`src/rtl/instr_fetch_unit.sv`:
```
// instr_fetch_unit: owns the PC, sequences single-outstanding RAM reads and
// queues returned words in a 2-entry buffer for the decoder.
// Optional macro FETCH_PERF_EN adds the fetch_count / stall_count counters.
module instr_fetch_unit #(
  parameter int unsigned       ADDR_W   = 16,
  parameter int unsigned       DATA_W   = 16,
  parameter logic [ADDR_W-1:0] RESET_PC = '0,
  parameter int unsigned       RD_LAT   = 1
) (
  input  logic              clk,
  input  logic              rst_n,
  input  logic              fetch_en,
  input  logic              redirect_valid,
  input  logic [ADDR_W-1:0] redirect_pc,
  output logic [ADDR_W-1:0] ram_addr,
  input  logic [DATA_W-1:0] ram_data,
  output logic              instr_valid,
  output logic [DATA_W-1:0] instr_data,
  output logic [ADDR_W-1:0] instr_pc,
  input  logic              instr_ready,
  output logic [ADDR_W-1:0] fetch_pc
`ifdef FETCH_PERF_EN
  ,
  output logic [15:0]       fetch_count,
  output logic [15:0]       stall_count
`endif
);

  localparam int unsigned CNT_W = 2;

  typedef enum logic [1:0] {
    ST_IDLE  = 2'd0,
    ST_ISSUE = 2'd1,
    ST_WAIT  = 2'd2
  } state_t;

  state_t             state, state_n;
  logic [CNT_W-1:0]   wait_cnt, cnt_n;
  logic [ADDR_W-1:0]  pc_n, addr_n;

  // Buffer head lives directly in the instr_* output registers; slot 1 behind it.
  logic               h_valid_n;
  logic [DATA_W-1:0]  h_data_n;
  logic [ADDR_W-1:0]  h_pc_n;
  logic               s1_valid, s1_valid_n;
  logic [DATA_W-1:0]  s1_data, s1_data_n;
  logic [ADDR_W-1:0]  s1_pc, s1_pc_n;

  logic               push;
  logic               pop;

  // State, PC, address and buffer registers
  always_ff @(posedge clk or negedge rst_n) begin
    if (!rst_n) begin
      state       <= ST_IDLE;
      wait_cnt    <= '0;
      fetch_pc    <= RESET_PC;
      ram_addr    <= RESET_PC;
      instr_valid <= 1'b0;
      instr_data  <= '0;
      instr_pc    <= '0;
      s1_valid    <= 1'b0;
      s1_data     <= '0;
      s1_pc       <= '0;
    end else begin
      state       <= state_n;
      wait_cnt    <= cnt_n;
      fetch_pc    <= pc_n;
      ram_addr    <= addr_n;
      instr_valid <= h_valid_n;
      instr_data  <= h_data_n;
      instr_pc    <= h_pc_n;
      s1_valid    <= s1_valid_n;
      s1_data     <= s1_data_n;
      s1_pc       <= s1_pc_n;
    end
  end

  // Next-state: request sequencing, buffer pop/push, redirect override
  always_comb begin
    state_n    = state;
    cnt_n      = wait_cnt;
    pc_n       = fetch_pc;
    addr_n     = ram_addr;
    h_valid_n  = instr_valid;
    h_data_n   = instr_data;
    h_pc_n     = instr_pc;
    s1_valid_n = s1_valid;
    s1_data_n  = s1_data;
    s1_pc_n    = s1_pc;
    push       = 1'b0;
    pop        = instr_valid & instr_ready;

    if (pop) begin
      h_valid_n  = s1_valid;
      h_data_n   = s1_data;
      h_pc_n     = s1_pc;
      s1_valid_n = 1'b0;
    end

    case (state)
      ST_IDLE: begin
        if (fetch_en && !s1_valid) state_n = ST_ISSUE;
      end
      ST_ISSUE: begin
        state_n = ST_WAIT;
        cnt_n   = CNT_W'(RD_LAT - 1);
      end
      ST_WAIT: begin
        if (wait_cnt == '0) begin
          push   = 1'b1;
          pc_n   = fetch_pc + ADDR_W'(1);
          addr_n = fetch_pc + ADDR_W'(1);
        end else begin
          cnt_n = wait_cnt - CNT_W'(1);
        end
      end
      default: state_n = ST_IDLE;
    endcase

    // Captured word goes to the first free slot after any pop this cycle
    if (push) begin
      if (!h_valid_n) begin
        h_valid_n = 1'b1;
        h_data_n  = ram_data;
        h_pc_n    = fetch_pc;
      end else begin
        s1_valid_n = 1'b1;
        s1_data_n  = ram_data;
        s1_pc_n    = fetch_pc;
      end
      state_n = (fetch_en && !s1_valid_n) ? ST_ISSUE : ST_IDLE;
    end

    // Redirect discards buffer and any in-flight word
    if (redirect_valid) begin
      h_valid_n  = 1'b0;
      s1_valid_n = 1'b0;
      pc_n       = redirect_pc;
      addr_n     = redirect_pc;
      cnt_n      = '0;
      state_n    = fetch_en ? ST_ISSUE : ST_IDLE;
    end
  end

`ifdef FETCH_PERF_EN
  localparam int unsigned PERF_W = 16;

  // Saturating push and decoder-stall counters
  always_ff @(posedge clk or negedge rst_n) begin
    if (!rst_n) begin
      fetch_count <= '0;
      stall_count <= '0;
    end else begin
      if (redirect_valid)
        fetch_count <= '0;
      else if (push && (fetch_count != '1))
        fetch_count <= fetch_count + PERF_W'(1);
      if (instr_valid && !instr_ready && (stall_count != '1))
        stall_count <= stall_count + PERF_W'(1);
    end
  end
`endif

endmodule

```
`config.mk`:
```
export PLATFORM = sky130hd
export DESIGN_NAME = instr_fetch_unit
export DESIGN_NICKNAME = d
export VERILOG_FILES = /design/src/rtl/instr_fetch_unit.sv
export SDC_FILE = /design/constraint.sdc
export NUM_CORES = 1
export LEC_CHECK = 0
export CAP_MARGIN = 30
export CORE_MARGIN = 2
export CORE_UTILIZATION = 45
export CTS_CLUSTER_SIZE = 8
export DETAILED_ROUTE_END_ITERATION = 6
export DONT_BUFFER_PORTS = 1
export SLEW_MARGIN = 20
export SYNTH_ARGS = -nofsm -noshare
export SYNTH_HDL_FRONTEND = slang
export SYNTH_SLANG_ARGS = --single-unit
```
`constraint.sdc`:
```
create_clock -name clk -period 2.3 [get_ports clk]
set_input_delay 0.575 -clock clk [delete_from_list [all_inputs] [get_ports clk]]
set_output_delay 0.575 -clock clk [all_outputs]
set_load 0.01 [all_outputs]
```
# ---- After elaboration in Yosys (flattened, before gate mapping)
# Index checks and enable logic that the tools add are counted.
dict set report op_classes {
  mux 28
  n_reduce_logical 13
  n_addsub 2
  n_eq_ne 5
  bitwise_logic 1
}
# operator count
set ops {}
lappend ops {{16-bit two-way mux} 9}
lappend ops {{16-bit by 1-bit adder with 16-bit output (second input constant)} 1}
lappend ops {{1-bit two-way mux} 12}
lappend ops {{2-bit two-way mux} 5}
lappend ops {{2-bit AND reduction} 4}
lappend ops {{3-bit != test (second input constant)} 2}
lappend ops {{2-bit one-hot mux with 3 select lines} 1}
lappend ops {{2-bit logical NOT} 2}
lappend ops {{4-bit != test (second input constant)} 1}
lappend ops {{2-bit one-hot mux with 2 select lines} 1}
lappend ops {{2-bit nonzero test} 2}
lappend ops {{3-bit nonzero test} 1}
lappend ops {{2-bit by 1-bit == test with 1-bit output (second input constant)} 1}
lappend ops {{2-bit == test (second input constant)} 1}
lappend ops {{1-bit logical AND} 2}
lappend ops {{1-bit logical NOT} 2}
lappend ops {{2-bit by 1-bit subtractor with 2-bit output (second input constant)} 1}
lappend ops {{1-bit AND} 1}
dict set report word_totals {
  out_inout_bits 65
  ff_bits 86
}

# ---- Logic depth before layout (Yosys ltp)
# Gate-level depths: netlist of the first run.
dict set report logic_depth {
  ltp_word 9
  depth_mapped 9
  depth_no_buf 6
}

# ---- Worst setup path after synthesis of the first run
# OpenSTA, ideal clock, no wires.
dict set report synth_timing {
  kind {flip-flop to flip-flop}
  startpoint {register wait_cnt[0]}
  endpoint {register s1_data[13]}
  n_path_buf 2
  required_time_ns 2.175
  stages_incl_launch_ff 8
  synth_period_minus_slack_ns 1.741
  slack_ns 0.559
  arrival_ns 1.617
  cell_sequence {dfrtp_1 > inv_1 > ha_1 > and3b_1 > buf_2 > nand3_4 > buf_2 > mux2_2}
}
dict set report synth_via {
  elab_chain_len 4
}
# item line
set synth_lines {}
lappend synth_lines {{start, declared} 38} ;# logic [CNT_W-1:0] wait_cnt, cnt_n;
lappend synth_lines {{start signal, assigned} 67} ;# wait_cnt <= cnt_n;
lappend synth_lines {{2-bit logical NOT} 110} ;# if (wait_cnt == '0) begin
lappend synth_lines {{1-bit two-way mux} 110}
lappend synth_lines {{1-bit two-way mux} 101} ;# case (state)
lappend synth_lines {{2-bit AND reduction (no line)} n/a}
lappend synth_lines {{end signal, assigned} 74} ;# s1_data <= s1_data_n;
lappend synth_lines {{end, declared} 46} ;# logic [DATA_W-1:0] s1_data, s1_data_n;
# Every way passes these cells.
# A chain may end at the register's enable or synchronous reset.

# ---- Final worst setup path of the first run
dict set report layout_timing {
  startpoint {register wait_cnt[0]}
  endpoint {register state[0]}
}
dict set report layout_via {
  elab_chain_len 5
  word_cells_on_any_way 8
}
# item line
set layout_lines {}
lappend layout_lines {{2-bit logical NOT *} 110}
lappend layout_lines {{1-bit two-way mux *} 110}
lappend layout_lines {{1-bit two-way mux *} 101}
lappend layout_lines {{4-bit != test (no line), or another cell as far along} n/a}
lappend layout_lines {{2-bit AND reduction (no line) or 2-bit two-way mux (tied branches)} n/a}
lappend layout_lines {{end signal, assigned} 66} ;# state <= state_n;
lappend layout_lines {{end, declared} 37} ;# state_t state, state_n;
# Mark *: on every way between the ends. The rest lies on a longest branch, timed or not.

==> results of run 1 <==
cell usage in the layout (no fill, tap or decap), drive strengths merged, types with 3 or more instances in the layout:
| cell | instances |
|---|---|
| dfrtp | 86 |
| nand2 | 53 |
| o21ai | 45 |
| mux2i | 37 |
| mux2 | 32 |
| nor2 | 12 |
| clkbuf | 10 |
| buf | 8 |
| xnor2 | 7 |
| nand4 | 6 |
| nand3 | 6 |
| inv | 5 |
| nor4 | 4 |
| xor2 | 4 |
| clkinv | 4 |
| nor2b | 3 |
| nor3 | 3 |
critical path, cell delays in order, from the launching register on:
cell and delay, ns:
dfrtp_1 0.42, inv_1 0.07, ha_1 0.24, and3b_1 0.38
a21boi_4 0.24, buf_4 0.30, a211oi_1 0.12, nor2b_1 0.13
cell type report:
| cell class | count | area [um^2] |
|---|---|---|
| inverters | 4 | 15.0 |
| well taps | 108 | 135 |
| fillers | 806 | 4500 |
| multi-input cells | 234 | 1640 |
| clock inverters | 6 | 70.1 |
| flip-flops and latches | 86 | 2150 |
| repair buffers | 8 | 72.6 |
| clock buffers | 10 | 138 |
metal layers:
layer / track usage (%) / part of all wire (%)
met5: 0 / 0
met4: 6.53 / 2.0
met3: 8.94 / 10
met2: 27.5 / 47
met1: 21.2 / 41
sequential cells by signal, summed over array words and instances (netlist names):
signal	count
fetch_pc	16
instr_data	16
instr_pc	16
s1_data	16
s1_pc	16
state	2
wait_cnt	2
instr_valid	1
s1_valid	1
cell families after synthesis:
family	after synthesis	synth area share, %
AO/OA/AOI/OAI	56	7.67
adder cells (fa/ha/maj)	2	0.621
AND/OR/NAND/NOR	96	11.5
multiplexers	69	18.1
flip-flops	86	53.4
XOR/XNOR	11	2.39
buffers and inverters	40	6.30
power by group through the flow:
stage          sequential [uW]  clock (uW)  combinational, uW
5_1_grt                   2100        1210                394
6_report                  2060        1090                346
4_1_cts                   2060        1140                353
3_3_place_gp              2090           0                336
3_5_place_dp              2090           0                353
2_1_floorplan             2010           0                357
how the worst min path moves through the flow:
stage          startpoint           to  slack (ns)  cells past startpoint
6_report            rst_n  s1_data[10]        -0.1                      0
5_1_grt             rst_n    s1_pc[14]       -0.13                      0
4_1_cts             rst_n  s1_data[10]       -0.12                      0
3_5_place_dp        rst_n  s1_data[10]        0.28                      0
3_3_place_gp        rst_n  s1_data[10]        0.28                      0
2_1_floorplan       rst_n  fetch_pc[0]        0.28                      0
synth_stat cells (2+ instances only):
cell / instances
a21oi_1: 2
a31oi_1: 2
buf_6: 2
clkbuf_1: 5
dfrtp_1: 86
nor3_1: 3
inv_1: 4
buf_2: 8
xor2_1: 4
nor2_1: 12
mux2i_1: 37
nand4_1: 6
or4_1: 2
o21ai_0: 45
nor4_1: 4
and3_1: 2
xnor2_1: 7
ha_1: 2
a2bb2oi_1: 2
nand3_1: 5
nor2b_1: 3
nand2_1: 52
mux2_2: 30
buf_4: 21
mux2_1: 2
o31ai_1: 2
per-stage QoR:
stage	utilization, %	power [uW]	std cells	setup slack [ns]	area (um^2)
after floorplan	-	2360	360	0.559	4030
after global placement	46.0	2420	440	0.452	4010
after detailed placement	46.0	2450	440	0.328	4010
after CTS	48.4	3560	456	0.334	4220
after global routing	48.4	3710	456	0.156	4220
final	48.4	3490	456	0.340	4220
==> flow_summary_export.csv, run 1 <==
group,metric,value,unit
drt,drc,0,
setup_path,worst-setup-path-type,"register to register",
setup_path,crit-reg2reg-launch,"wait_cnt[0]",
cts,ctsResizeCount,0,
drt,routedWlPerCell,18.1,um
grt,overflow,0,
synth,synth_top_area_share,53.4,%
synth,seq_area_frac_synth,53.4,%
setup_path,rr_worst_depth,7,
setup_path,r2r_end,"state[0]",
synth,ys.flop_type,"dfrtp_1",
cts,cts_max_path_buffers,2,
sta,period_share,85.2,%
min_path,hold_class,"input pin to async pin",
synth,synth-seq-cells,86,
finish,diodes,0,
setup_path,cp-start-kind,"register",
pwr,combPwrFrac,9.9,%
synth,ys_async_sr_fraction,100,%
floorplanning,io-pin-count,102,
pwr,p_sw,1020,uW
finish,layout-drive-gt1-share,17.0,%
pwr,power.leakage,0.00207,uW
grt,grt_max_degree,87,
cts,cts_root_buf,"clkbuf_8",
setup_path,endpoint_kind,"register",
synth,yosys.area.top_type,"dfrtp_1",
sta,drv_slew,0,
floorplanning,die_w,98.7,um
pwr,power.density,828,mW/mm^2
sta,fin_skew,0.00835,ns
sta,finalSetupTns,0,ns
run_status,violations,"hold timing",
pwr,power.internal,2470,uW
floorplanning,initial_utilization,46.2,%
sta,hold-worst-slack,-0.0965,ns
run_status,outcome,"finished with violations",
synth,synth_cells,360,
drt,drt-initial-drc-count,119,
setup_path,startpoint,"wait_cnt[0]",
finish,nets,382,
pwr,switching_share,29.2,%
grt,grt_pass1_wl,13.5,mm
sta,max-slew-margin-rel,67.0,%
placed_design,portBuffers,0,
setup_path,arrival,2.25,ns
setup_path,critPathMaxFanout,27,
cts,clk_pin_slew,0.09,ns
drt,routed_wl,8.24,mm
sta,final_hold_viol_count,86,
placed_design,gp_congestion,0.757,
placed_design,detailed_place_hpwl,5.51,mm
synth,synth_edf_count,0,
drt,ant_nets,0,
grt,first_global_vias,2559,
sta,finalSetupViolations,0,
synth,synth_area,0.00403,mm^2
synth,ys_types,36,
cts,cts_buffers,9,
sta,period_needed,1.96,ns
synth,syn_avg_cell_area,11.2,um^2
run,drv_cap,0,
pwr,irDropWorstVdd,0.320,mV
floorplanning,coreArea,0.00872,mm^2
cts,clock_latency,0.36,ns
drt,vias,2563,
sta,rsz0062_at_grt,"no",
setup_path,cp.required,2.59,ns
synth,ys_warn_count,0,
floorplanning,rows,34,
pwr,seqPwrFrac,58.9,%
cts,cts.sinks,86,
synth,syn_nets,399,
pwr,clock_power_share,31.2,%
cts,cts_tree,"done",
cts,htreeDepth,3,
setup_path,endpoint,"state[0]",
floorplanning,design.die.area,0.00973,mm^2
drt,drt-pass1-iter-count,4,
sta,fmax,510,MHz
grt,antenna_found_initial,0,
sta,tightestPinTransition,0.495,ns
floorplanning,die_h,98.7,um
synth,synthTopCellsByArea,"dfrtp_1 53%, mux2i_1 9.2%, mux2_2 8.4%",
setup_path,reg2reg_slack,0.34,ns
drt,vias_per_cell,5.62,
finish,areaGrowthSynthToFinish,4.62,%
grt,grt_usage,17.7,%
cts,cts_setup_buffers,0,
No activity file was read; power rests on OpenSTA's default activity.
==> run 2, diff against run 1 <==
--- a/config.mk
+++ b/config.mk
@@ -5,10 +5,10 @@
 export SDC_FILE = /design/constraint.sdc
 export NUM_CORES = 1
 export LEC_CHECK = 0
-export CAP_MARGIN = 30
+export CAP_MARGIN = 25
 export CORE_MARGIN = 2
 export CORE_UTILIZATION = 45
-export CTS_CLUSTER_SIZE = 8
+export CTS_CLUSTER_SIZE = 30
 export DETAILED_ROUTE_END_ITERATION = 6
 export DONT_BUFFER_PORTS = 1
 export SLEW_MARGIN = 20
==> results of run 2 <==
No change in the layout: final DEF, timing and power equal those of run 1.
==> run 3, diff against run 2 <==
--- a/config.mk
+++ b/config.mk
@@ -5,12 +5,12 @@
 export SDC_FILE = /design/constraint.sdc
 export NUM_CORES = 1
 export LEC_CHECK = 0
-export CAP_MARGIN = 25
 export CORE_MARGIN = 2
 export CORE_UTILIZATION = 45
 export CTS_CLUSTER_SIZE = 30
 export DETAILED_ROUTE_END_ITERATION = 6
 export DONT_BUFFER_PORTS = 1
+export SETUP_SLACK_MARGIN = 0.05
 export SLEW_MARGIN = 20
 export SYNTH_ARGS = -nofsm -noshare
 export SYNTH_HDL_FRONTEND = slang
==> results of run 3 <==
No change in the layout: final DEF, timing and power equal those of run 1.
